===== src/rtl/req_enc_pkg.sv =====
// req_enc_pkg -- shared constants, state encoding and helpers for the
// 8-way request encoder.
//   NUM_REQ : number of request lines (8)
//   IDX_W   : width of an encoded request index (3)
//   state_e : offer FSM states (IDLE, OFFER)
//   onehot(): index -> one-hot request mask
package req_enc_pkg;

  localparam int NUM_REQ = 8;
  localparam int IDX_W   = 3;

  typedef enum logic {
    IDLE  = 1'b0,
    OFFER = 1'b1
  } state_e;

  function automatic logic [NUM_REQ-1:0] onehot(input logic [IDX_W-1:0] idx);
    logic [NUM_REQ-1:0] m;
    m      = '0;
    m[idx] = 1'b1;
    return m;
  endfunction

endpackage


===== src/rtl/prio_encoder8_3.sv =====
// prio_encoder8_3 -- combinational circular priority encoder.
// Searches vec upward from bit 'start', wrapping 7->0, and returns the
// first set position. Fixed-priority users tie start to 0.
//   vec   : in  8  candidate request bits
//   start : in  3  first index to examine
//   idx   : out 3  index of first set bit at or after start (circular)
//   found : out 1  any bit of vec is set
module prio_encoder8_3
  import req_enc_pkg::*;
(
  input  logic [NUM_REQ-1:0] vec,
  input  logic [IDX_W-1:0]   start,
  output logic [IDX_W-1:0]   idx,
  output logic               found
);

  logic [2*NUM_REQ-1:0] dbl;
  logic [NUM_REQ-1:0]   rot;
  logic [IDX_W-1:0]     ofs;

  // Rotate so that 'start' lands at bit 0; the lowest set bit of rot is
  // then the winner, expressed as an offset from start.
  assign dbl = {vec, vec} >> start;
  assign rot = dbl[NUM_REQ-1:0];

  always_comb begin
    ofs   = '0;
    found = 1'b0;
    // Scan high to low so the lowest set offset is the last assignment.
    for (int i = NUM_REQ-1; i >= 0; i--) begin
      if (rot[i]) begin
        ofs   = IDX_W'(i);
        found = 1'b1;
      end
    end
  end

  // Offset back to absolute index; 3-bit add wraps naturally.
  assign idx = start + ofs;

endmodule


===== src/rtl/req_encoder8_3.sv =====
// req_encoder8_3 -- pending-request collector with a valid/ready offer port.
// Request bits accumulate in 'pending'; one index at a time is offered on
// out_idx/out_valid and its pending bit is cleared on the handshake edge
// (unless re-requested that same cycle, in which case it stays set).
// Back-to-back grants are issued one per cycle while work remains.
//
// Build option: define REQ_ENCODER_ROUND_ROBIN_EN for round-robin selection
// (search upward from a pointer that moves past each granted index).
// Without it, selection is fixed priority, lowest index first.
//
// Ports:
//   clk       : in  1  rising-edge clock
//   reset     : in  1  asynchronous active-high reset
//   req_in    : in  8  request bits, ORed into pending each cycle
//   out_idx   : out 3  registered index of the current offer
//   out_valid : out 1  an offer is present
//   out_ready : in  1  consumer accepts the offer
//   pending   : out 8  pending-request register
module req_encoder8_3
  import req_enc_pkg::*;
(
  input  logic               clk,
  input  logic               reset,
  input  logic [NUM_REQ-1:0] req_in,
  output logic [IDX_W-1:0]   out_idx,
  output logic               out_valid,
  input  logic               out_ready,
  output logic [NUM_REQ-1:0] pending
);

  state_e             state, state_nxt;
  logic               hs;
  logic [NUM_REQ-1:0] clr, pend_nxt;
  logic [IDX_W-1:0]   idx_nxt, sel_idx, sel_start;
  logic               sel_found;

  assign out_valid = (state == OFFER);
  assign hs        = out_valid & out_ready;

  // Clear only on a real handshake; OR of req_in after the clear makes a
  // same-cycle re-request win over the clear.
  assign clr      = hs ? onehot(out_idx) : '0;
  assign pend_nxt = (pending & ~clr) | req_in;

`ifdef REQ_ENCODER_ROUND_ROBIN_EN
  logic [IDX_W-1:0] rr_ptr, rr_nxt;

  // The selection for the next offer must already see the advanced
  // pointer, otherwise a continuously re-requested index would win twice.
  assign rr_nxt    = hs ? out_idx + IDX_W'(1) : rr_ptr;
  assign sel_start = rr_nxt;

  always_ff @(posedge clk or posedge reset) begin
    if (reset) rr_ptr <= '0;
    else       rr_ptr <= rr_nxt;
  end
`else
  assign sel_start = '0;
`endif

  prio_encoder8_3 u_sel (
    .vec   (pend_nxt),
    .start (sel_start),
    .idx   (sel_idx),
    .found (sel_found)
  );

  always_comb begin
    state_nxt = state;
    idx_nxt   = out_idx;
    case (state)
      IDLE: begin
        if (sel_found) begin
          state_nxt = OFFER;
          idx_nxt   = sel_idx;
        end
      end
      OFFER: begin
        // Without a handshake the offer is frozen, even if a higher
        // priority request shows up meanwhile.
        if (hs) begin
          if (sel_found) idx_nxt   = sel_idx;
          else           state_nxt = IDLE;
        end
      end
      default: state_nxt = IDLE;
    endcase
  end

  always_ff @(posedge clk or posedge reset) begin
    if (reset) begin
      state   <= IDLE;
      out_idx <= '0;
      pending <= '0;
    end else begin
      state   <= state_nxt;
      out_idx <= idx_nxt;
      pending <= pend_nxt;
    end
  end

endmodule

===== config.mk =====
export PLATFORM = sky130hd
export DESIGN_NAME = req_encoder8_3
export DESIGN_NICKNAME = d
export VERILOG_FILES = /design/src/rtl/req_enc_pkg.sv /design/src/rtl/prio_encoder8_3.sv /design/src/rtl/req_encoder8_3.sv
export SDC_FILE = /design/constraint.sdc
export NUM_CORES = 1
export LEC_CHECK = 0
export BUFFER_PORTS_ARGS = -buffer_cell sky130_fd_sc_hd__buf_2
export CORE_MARGIN = 2
export CORE_UTILIZATION = 30
export DETAILED_ROUTE_END_ITERATION = 10
export HOLD_SLACK_MARGIN = 0.08
export PLACE_DENSITY = 0.65
export RECOVER_POWER = 100
export SKIP_LAST_GASP = 1
export SLEW_MARGIN = 25
export SYNTH_ARGS = -nofsm -noshare
export SYNTH_HDL_FRONTEND = slang
export SYNTH_SLANG_ARGS = --single-unit

===== constraint.sdc =====
create_clock -name clk -period 1.82 [get_ports clk]
set_clock_uncertainty 0.1 [all_clocks]
set_input_delay 0.273 -clock clk [delete_from_list [all_inputs] [get_ports clk]]
set_output_delay 0.273 -clock clk [all_outputs]
set_load 0.02 [all_outputs]

==> metrics.txt <==
status finished, final reports clean; crit path max fanout 7; Ports 23; total of max-cap violations 0; FILL cells 210; Netlist Area Pre-Place 616 um2; final hold violation count 0; CP max stage delay about 0.45 ns; total clock buffers created by CTS 3; crit path DAT ~1.8 ns; Post-Synth Simple-Gate Area 23.0%; Die W 49.3 um; gr ovfl total 0; Post-Syn Instances between 50 and 60; fraction of layout cells with a size suffix above 1 42.1%; commonest cells after routing, fill and taps aside 15 x buf_2, 10 x dfrtp_1, 10 x buf_4; largest family of logic cells by synthesized area compound AO/OA/AOI/OAI gates; iteration count of the initial detailed-routing pass 4; Slew @ Worst Pin 0.489 ns; critical path depth in cells 5; H-tree depth 1; fin crit period 1.77 ns; CTS tree built; routed vias 599; I/O Buffers 22; WS Path Type flop to flop; Peak supply drop 356 uV; DRT antenna net count 0; post-synthesis mux area share 0%; Crit. End Element flop; pre-CTS WS 0.00677 ns; antenna cells 0; clock sinks 12; post-synthesis sequential area ratio 48.8%; Max Slew Vio Count 0; Req. time, crit path 1.88 ns; Tot Pwr 591 uW; RSZ-0062 raised after global routing true; GPL Wtd Cong between 0.8 and 0.9; Global Route Usage Sum 15.0%; drc violations 0; hold slack final 0.158 ns; Synth-to-Final Area Change 42.7%; drt via density 4.91; clk root buf clkbuf_4; Synth Area in XOR/XNOR 0%; vias in the first global route 608; final setup fails 0; crit path launch type flop; largest net degree at the start of global routing 13; DP HPWL 1170 um; die height between 40 and 50 um; final wirelength 1610 um; Top delay family on crit path compound AO/OA/AOI/OAI gates; Netlist cell types 25; Leakage 0.348 nW; Buffers & Inverters on Critical Path 0; Synthesis Warnings 0; routed length per instance 13.2 um; hold path depth 3; setup ws final 0.0508 ns; syn nets 70; slowest CP cell dfrtp_2; fin nets 107; Max Clk Rate 0.565 GHz; syn_area_per_cell 10.4 um2; clk buf depth 2; most common cell after layout, fill and taps aside buf_2; Initial Util 31.7%; clk_lat worst skew 0.28 ns; count of state elements after synthesis 12; initial antenna violation count 0; Final period util a little over nine tenths; crit path cell chain or3b_1 -> o22a_2 -> o21ba_4 -> a31oi_1 -> o21a_1; adder-cell share of the synthesized area 0%; core area 1940 um2; die area between 2000 and 2500 um2; DRT iter0 DRCs 3; area fraction in compound gates after synthesis 23.4%; type of the tightest min-delay check primary input to flop; PwrDens 672 nW/um2; Slew headroom 67.4%; Worst-path clk slew 0.08 ns; global-route wire length before repair 2690 um; number of cell rows 16; cell count of the worst reg-to-reg path 5
==> kinds of logic (layout without fill, tap and decap cells) <==
group                  after synthesis  count (layout)
AO/OA/AOI/OAI                       17              17
buffers and inverters                6              42
flip-flops                          12              12
AND/OR/NAND/NOR                     24              24
==> per-stage QoR <==
stage,instance area (um2),TNS (ns),utilization [%],cells
6_report,878,0,45.2,122
3_3_place_gp,787,0,40.5,112
2_1_floorplan,617,0,-,59
5_1_grt,878,-0.0170,45.2,122
4_1_cts,837,0,43.1,118
3_5_place_dp,787,0,40.5,112
==> synthesized netlist by cell type <==
library cell	instances	share of area, %
and4_2	1	1.6
o21ba_4	1	2.6
o21ai_0	2	1.6
nand4_1	1	1.0
a21oi_1	3	2.4
a31oi_1	1	1.0
o22ai_1	2	2.0
o21a_1	1	1.2
nand3b_1	3	3.7
a31o_4	1	2.8
or3b_1	3	4.3
nand3_1	1	0.81
nor4_1	2	2.0
nand2b_1	1	1.0
o31ai_1	2	2.4
nor4b_1	1	1.4
inv_1	5	3.0
o22a_1	1	1.4
nor2b_1	1	1.0
buf_6	1	1.8
nand2_1	2	1.2
o22a_2	1	1.6
nor2_1	8	4.9
dfrtp_1	12	49
o22ai_2	2	4.1
==> flip-flops by register name (all words and copies together) (netlist names) <==
register	cells
out_idx	3
out_valid	1
pending	8
==> path summary, 6_finish.rpt <==
check	startpoint	endpoint	slack, ns
max	out_idx[1]	out_idx[2]	0.05
min	req_in[3]	pending[3]	0.16
max reg2reg	out_idx[1]	out_idx[2]	0.05
min reg2reg	pending[5]	pending[5]	0.45
max in group asynchronous	reset	out_idx[1]	0.82
min in group asynchronous	reset	pending[3]	0.45
==> tightest hold or removal path, cell delays in order <==
cell	delay (ns)
buf_2	0.09
o22ai_2	0.09
inv_1	0.05
==> power by group <==
part	switching [mW]	internal, mW
Sequential	0.0141	0.281
Combinational	0.0683	0.0530
Clock	0.0887	0.0851
==> layout make-up <==
cell class,count,area (um2),share of cell area (%)
Timing Repair Buffer,33,186,21.2
Clock buffer,4,26.3,2.99
Multi-Input combinational cell,41,310,35.3
Sequential cell,12,303,34.5
Tap cell,27,33.8,3.85
Inverter,5,18.8,2.14
==> routing by layer <==
layer,vias to the layer above,global-route usage (%),part of all wire [%]
li1,294,-,-
met4,0,8.57,1.8
met2,19,23.0,47
met1,282,18.1,46
met3,4,5.21,5.7
met5,-,0,0
==> repair_timing <==
action | in CTS | in global routing
setup endpoints to repair | 1 | 3
resized for setup | 1 | 6
pin swaps | 0 | 4
hold buffers | 1 | 0
buffers inserted | 1 | 4
endpoints found under the hold margin | 12 | 0
(Power assumes the default switching activity.)
